===== config.mk =====
export PLATFORM = sky130hd
export DESIGN_NAME = spi_slave
export DESIGN_NICKNAME = d
export VERILOG_FILES = /design/src/rtl/spi_pkg.sv /design/src/rtl/spi_sync.sv /design/src/rtl/spi_slave.sv
export SDC_FILE = /design/constraint.sdc
export NUM_CORES = 1
export LEC_CHECK = 0
export ABC_CLOCK_PERIOD_IN_PS = 2400
export BUFFER_PORTS_ARGS = -buffer_cell sky130_fd_sc_hd__buf_2
export CAP_MARGIN = 5
export CORE_AREA = 2 2 95 97
export CTS_BUF_LIST = sky130_fd_sc_hd__clkbuf_4 sky130_fd_sc_hd__clkbuf_8
export CTS_CLUSTER_DIAMETER = 50
export DETAILED_ROUTE_END_ITERATION = 8
export DIE_AREA = 0 0 97 99
export HOLD_SLACK_MARGIN = 0.1
export SLEW_MARGIN = 10
export SYNTH_ARGS = -nofsm -noshare
export SYNTH_HDL_FRONTEND = slang
export SYNTH_SLANG_ARGS = --single-unit

===== constraint.sdc =====
create_clock -name clk -period 2.4 [get_ports clk]
set_input_delay 0.12 -clock clk [delete_from_list [all_inputs] [get_ports clk]]
set_output_delay 0.12 -clock clk [all_outputs]
set_load 0.03 [all_outputs]

===== src/rtl/spi_pkg.sv =====
// Shared constants and state encoding for the SPI register-access slave.
package spi_pkg;

  localparam int unsigned FRAME_BITS   = 24;
  localparam int unsigned BYTE_W       = 8;
  localparam int unsigned CMD_READ_BIT = 7;

  typedef logic [2:0] state_t;

  localparam state_t StIdle = 3'd0;
  localparam state_t StCmd  = 3'd1;
  localparam state_t StAddr = 3'd2;
  localparam state_t StData = 3'd3;
  localparam state_t StDone = 3'd4;

endpackage


===== src/rtl/spi_sync.sv =====
// Two-flop synchronizer with single-cycle rise/fall pulses from the synchronized level.
module spi_sync #(
  parameter logic ResetVal = 1'b0
) (
  input  logic clk_i,
  input  logic rst_ni,
  input  logic d_i,
  output logic q_o,
  output logic rise_o,
  output logic fall_o
);

  logic meta_q, sync_q, prev_q;

  always_ff @(posedge clk_i) begin
    if (!rst_ni) begin
      meta_q <= ResetVal;
      sync_q <= ResetVal;
      prev_q <= ResetVal;
    end else begin
      meta_q <= d_i;
      sync_q <= meta_q;
      prev_q <= sync_q;
    end
  end

  assign q_o    = sync_q;
  assign rise_o = sync_q & ~prev_q;
  assign fall_o = ~sync_q & prev_q;

endmodule


===== src/rtl/spi_slave.sv =====
// SPI mode-0 slave decoding 24-bit command/address/data frames into register strobes.
module spi_slave
  import spi_pkg::*;
(
  input  logic       clk,
  input  logic       rst,
  input  logic       cs,
  input  logic       sck,
  input  logic       mosi,
  output logic       miso,
  output logic [7:0] reg_addr,
  output logic [7:0] reg_wdata,
  output logic       reg_we,
  output logic       reg_re,
  input  logic [7:0] reg_rdata,
  output logic       busy,
  output logic       frame_done,
  output logic       frame_err
);

  localparam logic [4:0] CntCmd   = 5'(BYTE_W);
  localparam logic [4:0] CntAddr  = 5'(2 * BYTE_W);
  localparam logic [4:0] CntFrame = 5'(FRAME_BITS);

  logic cs_s, cs_rise, cs_fall;
  logic sck_s, sck_rise, sck_fall;

  spi_sync #(.ResetVal(1'b1)) u_cs_sync (
    .clk_i  (clk),
    .rst_ni (rst),
    .d_i    (cs),
    .q_o    (cs_s),
    .rise_o (cs_rise),
    .fall_o (cs_fall)
  );

  spi_sync #(.ResetVal(1'b0)) u_sck_sync (
    .clk_i  (clk),
    .rst_ni (rst),
    .d_i    (sck),
    .q_o    (sck_s),
    .rise_o (sck_rise),
    .fall_o (sck_fall)
  );

  logic mosi_meta_q, mosi_q;

  state_t            state_q, state_d;
  logic [4:0]        cnt_q, cnt_d, cnt_next;
  logic [BYTE_W-1:0] shift_q, shift_d, shift_next;
  logic [BYTE_W-1:0] tx_q, tx_d;
  logic [BYTE_W-1:0] reg_addr_q, reg_addr_d;
  logic [BYTE_W-1:0] reg_wdata_q, reg_wdata_d;
  logic              read_q, read_d;
  logic              miso_q, miso_d;
  logic              reg_we_q, reg_we_d;
  logic              reg_re_q, reg_re_d;
  logic              load_q, load_d;
  logic              frame_done_q, frame_done_d;
  logic              frame_err_q, frame_err_d;
  logic [1:0]        flush_q, flush_d;
  logic              armed_q, armed_d;

  always_comb begin
    state_d      = state_q;
    cnt_d        = cnt_q;
    shift_d      = shift_q;
    tx_d         = tx_q;
    reg_addr_d   = reg_addr_q;
    reg_wdata_d  = reg_wdata_q;
    read_d       = read_q;
    miso_d       = miso_q;
    reg_we_d     = 1'b0;
    reg_re_d     = 1'b0;
    frame_done_d = 1'b0;
    frame_err_d  = 1'b0;
    load_d       = reg_re_q;
    shift_next   = {shift_q[BYTE_W-2:0], mosi_q};
    cnt_next     = (cnt_q == CntFrame) ? cnt_q : cnt_q + 5'd1;

    // Only trust a cs falling edge once the synchronizer holds real pin samples that were high,
    // so a reset released mid-frame waits for a fresh frame.
    flush_d = (flush_q == 2'd2) ? flush_q : flush_q + 2'd1;
    armed_d = armed_q | ((flush_q == 2'd2) & cs_s);

    if (load_q) tx_d = reg_rdata;

    case (state_q)
      StIdle: begin
        miso_d = 1'b0;
        // Mode 0: sck must idle low when the frame opens.
        if (cs_fall && armed_q && !sck_s) begin
          state_d = StCmd;
          cnt_d   = '0;
          shift_d = '0;
          read_d  = 1'b0;
        end
      end
      StCmd, StAddr, StData: begin
        if (cs_rise) begin
          state_d     = StIdle;
          frame_err_d = 1'b1;
          miso_d      = 1'b0;
        end else begin
          if (sck_rise) begin
            shift_d = shift_next;
            cnt_d   = cnt_next;
            if (cnt_next == CntCmd) begin
              read_d  = shift_next[CMD_READ_BIT];
              state_d = StAddr;
            end else if (cnt_next == CntAddr) begin
              reg_addr_d = shift_next;
              reg_re_d   = read_q;
              state_d    = StData;
            end else if (cnt_next == CntFrame) begin
              state_d      = StDone;
              frame_done_d = 1'b1;
              miso_d       = 1'b0;
              if (!read_q) begin
                reg_wdata_d = shift_next;
                reg_we_d    = 1'b1;
              end
            end
          end
          if (sck_fall && (state_q == StData) && read_q) begin
            miso_d = tx_q[BYTE_W-1];
            tx_d   = {tx_q[BYTE_W-2:0], 1'b0};
          end
        end
      end
      StDone: begin
        miso_d = 1'b0;
        if (cs_rise) state_d = StIdle;
      end
      default: begin
        state_d = StIdle;
        miso_d  = 1'b0;
      end
    endcase
  end

  always_ff @(posedge clk) begin
    if (!rst) begin
      mosi_meta_q  <= 1'b0;
      mosi_q       <= 1'b0;
      state_q      <= StIdle;
      cnt_q        <= '0;
      shift_q      <= '0;
      tx_q         <= '0;
      reg_addr_q   <= '0;
      reg_wdata_q  <= '0;
      read_q       <= 1'b0;
      miso_q       <= 1'b0;
      reg_we_q     <= 1'b0;
      reg_re_q     <= 1'b0;
      load_q       <= 1'b0;
      frame_done_q <= 1'b0;
      frame_err_q  <= 1'b0;
      flush_q      <= '0;
      armed_q      <= 1'b0;
    end else begin
      mosi_meta_q  <= mosi;
      mosi_q       <= mosi_meta_q;
      state_q      <= state_d;
      cnt_q        <= cnt_d;
      shift_q      <= shift_d;
      tx_q         <= tx_d;
      reg_addr_q   <= reg_addr_d;
      reg_wdata_q  <= reg_wdata_d;
      read_q       <= read_d;
      miso_q       <= miso_d;
      reg_we_q     <= reg_we_d;
      reg_re_q     <= reg_re_d;
      load_q       <= load_d;
      frame_done_q <= frame_done_d;
      frame_err_q  <= frame_err_d;
      flush_q      <= flush_d;
      armed_q      <= armed_d;
    end
  end

  assign miso       = miso_q;
  assign reg_addr   = reg_addr_q;
  assign reg_wdata  = reg_wdata_q;
  assign reg_we     = reg_we_q;
  assign reg_re     = reg_re_q;
  assign busy       = ~cs_s;
  assign frame_done = frame_done_q;
  assign frame_err  = frame_err_q;

endmodule

==> results of run 1 <==
synth_stat cells, types with 2 or more instances:
master / number
sky130_fd_sc_hd__a211oi_1: 2
sky130_fd_sc_hd__a21oi_1: 13
sky130_fd_sc_hd__a221oi_1: 2
sky130_fd_sc_hd__a31oi_1: 2
sky130_fd_sc_hd__and2_1: 9
sky130_fd_sc_hd__and3_1: 5
sky130_fd_sc_hd__buf_2: 5
sky130_fd_sc_hd__buf_4: 2
sky130_fd_sc_hd__clkbuf_1: 8
sky130_fd_sc_hd__dfxtp_1: 57
sky130_fd_sc_hd__ha_1: 3
sky130_fd_sc_hd__inv_1: 6
sky130_fd_sc_hd__mux2_2: 2
sky130_fd_sc_hd__mux2i_1: 23
sky130_fd_sc_hd__nand2_1: 51
sky130_fd_sc_hd__nand2b_1: 5
sky130_fd_sc_hd__nand3_1: 5
sky130_fd_sc_hd__nand3b_1: 3
sky130_fd_sc_hd__nand4_1: 2
sky130_fd_sc_hd__nor2_1: 14
sky130_fd_sc_hd__nor2b_1: 2
sky130_fd_sc_hd__nor3_1: 7
sky130_fd_sc_hd__o211a_1: 7
sky130_fd_sc_hd__o21a_1: 2
sky130_fd_sc_hd__o21ai_0: 6
sky130_fd_sc_hd__o2bb2ai_1: 2
sky130_fd_sc_hd__o31ai_1: 2
sky130_fd_sc_hd__xnor2_1: 2
registers in the layout, summed over array words and instances (netlist names), 2 cells and up:
register and flops:
state_q 3, shift_q 7, reg_addr 8, cnt_q 5, flush_q 2, tx_q 8, reg_wdata 8
path summary, 6_finish.rpt:
| kind | end | startpoint | slack [ns] |
|---|---|---|---|
| setup / recovery | reg_wdata[6]$_SDFFE_PN0P_ | cnt_q[0]$_SDFFE_PN0P_ | 0.27 |
| hold / removal | tx_q[2]$_SDFF_PN0_ | reg_rdata[2] | 0.14 |
| setup reg to reg | reg_wdata[6]$_SDFFE_PN0P_ | cnt_q[0]$_SDFFE_PN0P_ | 0.27 |
| hold reg to reg | u_cs_sync.q_o$_SDFF_PN1_ | u_cs_sync.meta_q$_SDFF_PN1_ | 0.41 |
area by class of cell:
class,instances,share of cell area (%)
inverters,6,0.7332
repair buffers,43,8.065
multi-input cells,193,41.55
well taps,108,4.399
clock inverters,7,4.073
clock buffers,9,4.033
flip-flops and latches,57,37.15
cell families (layout without fill, tap and decap cells):
family                   count (synthesis)  in the layout
XOR/XNOR                                 3              3
buffers and inverters                   22             65
adder cells (fa/ha/maj)                  3              3
AND/OR/NAND/NOR                        114            114
multiplexers                            26             26
flip-flops                              57             57
AO/OA/AOI/OAI                           47             47
worst max-delay path, delay by kind of cell (launching register included):
family	cells	cell delay, ns
DFF	1	0.44
muxes	1	0.13
buffers and inverters	1	0.20
AOI/OAI and AO/OA	1	0.34
adders and majority gates	1	0.32
and+or+nand+nor	3	0.58
power groups by stage:
stage / sequential [mW] / combinational, mW / clock, mW
floorplan: 1.01 / 0.0866 / 0
global placement: 1.01 / 0.111 / 0
detailed placement: 1.01 / 0.114 / 0
CTS: 0.993 / 0.118 / 1.15
global route: 0.997 / 0.135 / 1.20
finish: 0.993 / 0.117 / 1.12
layer usage:
layer / vias to the layer above / routed length, microns
li1: 1027 / -
met1: 937 / 2444
met2: 53 / 2476
met3: 2 / 255
met4: 0 / 12
met5: - / 0
metrics by stage:
| step | instance area, sq um | std cells | util, % | power [mW] | hold slack, ns |
|---|---|---|---|---|---|
| 2_1_floorplan | 2514 | 272 | - | 1.097 | 0.2215 |
| 6_report | 3072 | 423 | 35.92 | 2.225 | 0.1411 |
| 5_1_grt | 3072 | 423 | 35.92 | 2.328 | 0.1376 |
| 4_1_cts | 3072 | 423 | 35.92 | 2.258 | 0.1225 |
| 3_3_place_gp | 2783 | 403 | 32.54 | 1.124 | 0.3049 |
| 3_5_place_dp | 2783 | 403 | 32.54 | 1.128 | 0.3136 |
what timing repair did:
action                                 4_1_cts  5_1_grt
endpoints found under the hold margin        5        0
hold buffers                                 4        0
setup endpoints to repair                    0        0
setup buffers                                0        0
gates resized for setup                      0        0
==> metrics list, run 1 <==
* Status: finished clean
* Leak: 1.452 nW
- Sequential-to-total area share from yosys stat: 45.40%
- For this block, the routed nets add up to 5189 microns of wire.
- Buffers placed on the I/O ports in this run total 34.
- Synthesized-area fraction occupied by xor and xnor cells: 1.045%
- Once the floorplan was initialized, standard cells occupied 29.40% of the core.
- Crit path required time: 2.62 ns
- For this run, the detailed router's first-pass iteration total came to 4.
- In the layout the commonest cells are sky130_fd_sc_hd__dfxtp_1, sky130_fd_sc_hd__nand2_1, sky130_fd_sc_hd__buf_2, sky130_fd_sc_hd__mux2i_1, sky130_fd_sc_hd__nor2_1.
* Count of state elements after synthesis: 57
- For this block, the initial DRC count from the detailed router was 86.
- Total Routing Usage GR: 11.40%
- The cell area that synthesis handed to floorplanning was 2514 sq um.
- TritonCTS built the clock tree.
* Fill cell total of the finished layout: 845
- Share of cell area taken by muxes after synthesis: 10.95%
- YS warnings: 0
- At the pin with the least slew margin, the transition time is 0.5552 ns.
- Fraction of the mapped netlist area in simple logic gates: 23.64%
- On the worst path, the slowest cell contributes a delay of 0.44 ns.
* Number of cells produced by synthesis: 272
- Area taken by multi-input logic gates: 1276 sq um
* Synthesized net count: 288
* Type of origin of the critical path: register
- Drc violations: 0
- The number of slew-limit violations in the final report was 0.
* Count of antenna diodes in the layout: 0
- Dividing the final minimum period by the clock period gives 88.60%.
* Maximum operating frequency: 470.3 MHz
- In the final design database the tool counted 326 nets.
- Cell accounting for the most synthesized area: sky130_fd_sc_hd__dfxtp_1
- The synthesized netlist devotes 1.493% of its cell area to adder and majority cells.
- RSZ-0062 raised after global routing: false
* Per-cell via count in the routed design: 4.773
- Wire length of the first global-routing pass: 8887 microns
- FF-to-FF path depth: 7
* WL per Instance: 12.27 microns
- Clock-pin slew was measured on the worst setup and hold paths at 0.07 ns.
- Crit path setup slack, layout: 0.2736 ns
- For the final database, setup skew stands at 0.008686 ns.
* Die X-Extent: 97 microns
* Layout cells sized above 1: 21.59%
- Setup_tns: 0 ns
- Of all nets on the critical path, the largest fanout is 8.
* Met3 Resource Use GR: 5.106%
* Global-route layer with the greatest usage: met2
- Pin placement for this block handled 35 I/O pins.
- Dividing total power by cell area gives a power density of 724.3 nW/um^2.
- Total congestion overflow: 0
- The longest clock path from root to sink contains 2 buffers.
- Post-place setup slack: 0.3171 ns
- Worst ir drop on vdd: 411.1 uV
- Cell-by-cell trace of the critical path: ha_1, and2_1, nand3_1, a41oi_2, nand3b_1, buf_4, mux2i_1
- In this run the remaining antenna-violating nets after routing total 0.
- Synthesized area divided by synthesized cell count: 9.241 sq um
- Number of flops mapped to enable cells by yosys: 0
- Global routing consumed, on the met1 layer, 13.31% of the routing resources.
- Among all flip-flop cells after synthesis, the most frequent one is sky130_fd_sc_hd__dfxtp_1.
* Critical path class: reg2reg
* Combinational power share: 5.2%
* Worst-Skew Late Latency: 0.33 ns
- Final weighted congestion in routability-driven placement: 0.8534
- Via Count: 2019
* Internal Power: 1.733 mW
- Leading cell type in the layout, fill and taps excluded: sky130_fd_sc_hd__dfxtp_1
* Cts bufs inserted: 9
- The worst hold path was traced through 4 stages.
* Proportion of total power due to net switching: 22.12%
- Clock Power Share: 50.1%
- After layout, the minimum clock period comes to 2.126 ns.
- Sequential cells account for 44.6% of the total power.
- CP arrival: 2.34 ns
* Core area: 8551 sq um
* Die extent in y: 99 microns
- By area, the combinational part of the netlist is dominated by simple AND/OR/NAND/NOR gates.
* Count of final setup violators: 0
- Net Switching: 0.4922 mW
* Number of antenna violations at the first check in global routing: 0
- Vias in the first global route: 2001
- DP Wirelength: 3588 microns
* Number of H-tree levels: 3
* Number of distinct library cells after synthesis: 51
* Slew margin rel.: 62.67%
- The tightest min-delay check is of the in2reg type.
* Compound-gate portion of the synthesized area: 13.64%
- Die ar.: 9603 sq um
- Max-cap violations: 0
* Number of sinks driven by the clock tree: 57
- Entering global routing, the biggest net connects 40 pins.
- Slowest cell on crit path: sky130_fd_sc_hd__dfxtp_1
* Area used by sequential logic in the layout: 1141 sq um
- Final Hold Vio Count: 0
* GRT met2 Usage: 18.64%
- Placement row count: 34
- Setup crit end kind: register
- Top cells by area, synth: sky130_fd_sc_hd__dfxtp_1, sky130_fd_sc_hd__mux2i_1, sky130_fd_sc_hd__nand2_1
- Async set-or-reset flop fraction in the synthesized netlist: 0%
- Area share of the largest cell type after synthesis: 45.40%
- Root Buffer: sky130_fd_sc_hd__clkbuf_8
* P&R area growth vs syn: 22.20%
(Power assumes the default switching activity.)
==> inputs of run 2 (changes only) <==
RECOVER_POWER = 50   (was default)
==> run 2 against run 1 <==
Compared with the run above: combinational power about the same; clock power barely moved; sequential share of layout area increased by 0.41 points; non-clock buffer count did not move; highest routed layer unchanged; routed wire length is 0.50% higher; setup slack got worse by 0.035 ns; die area unchanged; cell count unchanged; utilization fell by 0.40 points; total power about the same.
==> metrics list, run 2 (synthesis gave the netlist of run 1 again) <==
- The total of endpoints with negative setup slack in the final report came to 0 (unchanged).
- Placed cells: 403 (unchanged)
- WL per Instance: 12.33 microns (+0.50%)
* Worst slew pin tran: 0.7249 ns (+0.1696 ns)
- Slew margin rel.: 51.68% (-11 points)
- Leading cell type in the layout, fill and taps excluded: sky130_fd_sc_hd__dfxtp_1
- R2R setup slack: 0.24 ns (-0.03 ns)
* Leak: 1.349 nW (-7.1%)
- Per-cell via count in the routed design: 4.764 (-0.20%)
- Largest net degree at the start of global routing: 40 (unchanged)
* Number of antenna violations at the first check in global routing: 0 (unchanged)
- Root Buffer: sky130_fd_sc_hd__clkbuf_8
- Worst min-delay path class: in2reg
* Fill cell total of the finished layout: 848 (+0.36%)
* Total Routing Usage GR: 11.40% (unchanged)
* Count of antenna diodes in the layout: 0 (unchanged)
* Die X-Extent: 97 microns (unchanged)
- Drt initial violations: 103 (+20%)
- The final period utilization is 90.05% (+1.5 points).
* Capturing point of the worst reg2reg path: cnt_q[4]$_SDFFE_PN0P_
- The count of non-filler cells in the finished layout came to 423 (unchanged).
* Die extent in y: 99 microns (unchanged)
* Status: finished clean
- DP Wirelength: 3588 microns (unchanged)
- Number of sinks driven by the clock tree: 57 (unchanged)
- The critical-path maximum fanout was 9 (+1).
- The starting density of the core was 29.40% (unchanged).
* Core area: 8551 sq um (unchanged)
* Final worst hold slack: 0.1390 ns (-0.002080 ns)
- The cell count of the worst reg-to-reg path is 5 (-2).
- In the layout the commonest cells are sky130_fd_sc_hd__dfxtp_1, sky130_fd_sc_hd__nand2_1, sky130_fd_sc_hd__mux2i_1, sky130_fd_sc_hd__clkbuf_1, sky130_fd_sc_hd__nor2_1.
- Antenna Nets Post-Route: 0 (unchanged)
* Fin Clk Skew: 0.008682 ns (-0.000004300 ns)
- Total congestion overflow: 0 (unchanged)
- Relative to the synthesized area, the layout overhead comes to 20.86%.
- Number of cells on the worst hold path: 4 (unchanged)
- Final Hold Vio Count: 0 (unchanged)
- The number of buffers added by the clock tree synthesis step is 9 (unchanged).
- The detailed-route via count was 2015 (-0.20%).
- Final Max Tran Viols: 0 (unchanged)
* Cell area after placement: 2783 sq um (unchanged)
- The via count of the first global-routing pass is 2001 (unchanged).
- Power per cell area: 732.3 nW/um^2 (+1.1%)
* Worst Hold Launch: reg_rdata[2]
- Worst-Skew Late Latency: 0.33 ns (about the same)
* # IOs: 35 (unchanged)
- CP arrival: 2.38 ns (+0.04 ns)
- The total area of sequential cells was 1141 sq um (unchanged).
* Worst ir drop on vdd: 427.1 uV (+3.9%)
- The fraction of final layout cells sized beyond drive strength 1 is 13.97% (-7.6 points).
- Clock tree from TritonCTS: done
- Port Buffers: 34 (unchanged)
* Type of origin of the critical path: register
* Fin area: 3038 sq um (-1.1%)
- Crit path required time: 2.62 ns (about the same)
- Final weighted congestion in routability-driven placement: 0.8534 (unchanged)
- The die outline area is 9603 sq um (unchanged).
- The final sum of negative setup slack was 0 ns (unchanged).
- In this run the critical register-to-register path is launched from state_q[0]$_SDFFE_PN0P_.
- Placement row count: 34 (unchanged)
- Routed WL: 5215 microns (+0.50%)
- Wire length of the first global-routing pass: 8887 microns (unchanged)
* RSZ-0062 raised after global routing: false
* CTS-repair resized insts: 0 (unchanged)
- Area taken by multi-input logic gates: 1274 sq um (-0.20%)
* Number of H-tree levels: 3 (unchanged)
- Critical path class: reg2reg
- Reg clk slew, reported paths: 0.07 ns (about the same)
- The number of iterations in the first detailed-routing pass came to 4 (unchanged).
* Maximum operating frequency: 462.7 MHz (-1.6%)
* Pwr Total: 2.225 mW (about the same)
- Worst Hold Endpoint: tx_q[2]$_SDFF_PN0_
* Post-layout net count: 326 (unchanged)
- The number of DRC violations after detailed routing is 0 (unchanged).
- The worst setup path is captured at a register.
- Max-cap violations: 0 (unchanged)
- Clock period minus final worst setup slack: 2.161 ns (+0.03482 ns)
- The buffer levels on the longest clock path came to 2 (unchanged).
[run 2: cell types whose count changed in the layout (fill, tap and decap cells not counted), moves of 2 or more]
cell                       before  now
sky130_fd_sc_hd__clkbuf_1       0   23
sky130_fd_sc_hd__and2_1         9    7
sky130_fd_sc_hd__and2_0         0    2
sky130_fd_sc_hd__buf_2         34   11
[run 2: area by class of cell]
| cell class | count | area share, % |
|---|---|---|
| multi-input combinational | 193 | 41.93 |
| timing repair buffer | 43 | 7.125 |
| sequential | 57 | 37.56 |
| clock buffer | 9 | 4.077 |
| clock inverter | 7 | 4.119 |
| tap | 108 | 4.448 |
| inverter | 6 | 0.7414 |
[run 2: where the power goes]
group	internal, mW	switching [mW]	total [mW]
combinational	0.0557	0.0597	0.115
clock	0.700	0.417	1.12
sequential	0.975	0.0172	0.992
total	1.73	0.494	2.22
[run 2: repair_timing]
action                                  4_1_cts  5_1_grt
hold buffers                                  4        0
hold endpoints to repair                      5        0
endpoints found under the setup margin        0        0
buffers inserted                              0        0
[run 2: how the worst max path moves through the flow]
stage,start,to
6_report,state_q[0]$_SDFFE_PN0P_,cnt_q[4]$_SDFFE_PN0P_
5_1_grt,cnt_q[0]$_SDFFE_PN0P_,reg_wdata[5]$_SDFFE_PN0P_
4_1_cts,cnt_q[0]$_SDFFE_PN0P_,reg_wdata[6]$_SDFFE_PN0P_
3_5_place_dp,cnt_q[0]$_SDFFE_PN0P_,reg_wdata[6]$_SDFFE_PN0P_
3_3_place_gp,cnt_q[0]$_SDFFE_PN0P_,reg_wdata[5]$_SDFFE_PN0P_
2_1_floorplan,cnt_q[0]$_SDFFE_PN0P_,reg_wdata[0]$_SDFFE_PN0P_
[run 2: metrics by stage]
step                worst slack [ns]  utilization (%)
floorplan                     0.6008                -
global placement              0.4204            32.54
detailed placement            0.3171            32.54
CTS                           0.3043            35.92
global route                 0.08444            35.53
finish                        0.2388            35.53
[run 2: worst max-delay path, stage by stage, from the launching register on]
cell,delay (ns)
sky130_fd_sc_hd__dfxtp_1,0.34
sky130_fd_sc_hd__nor2_1,0.47
sky130_fd_sc_hd__mux2_2,0.42
sky130_fd_sc_hd__o31ai_1,0.48
sky130_fd_sc_hd__buf_4,0.26
sky130_fd_sc_hd__o21ai_0,0.08
[run 2: layer usage]
layer | track usage [%] | wire (microns) | vias to the layer above
met3 | 5.106 | 265 | 2
met4 | 4.009 | 12 | 0
met2 | 18.64 | 2519 | 58
li1 | - | - | 1024
met1 | 13.31 | 2417 | 931
met5 | 0 | 0 | -
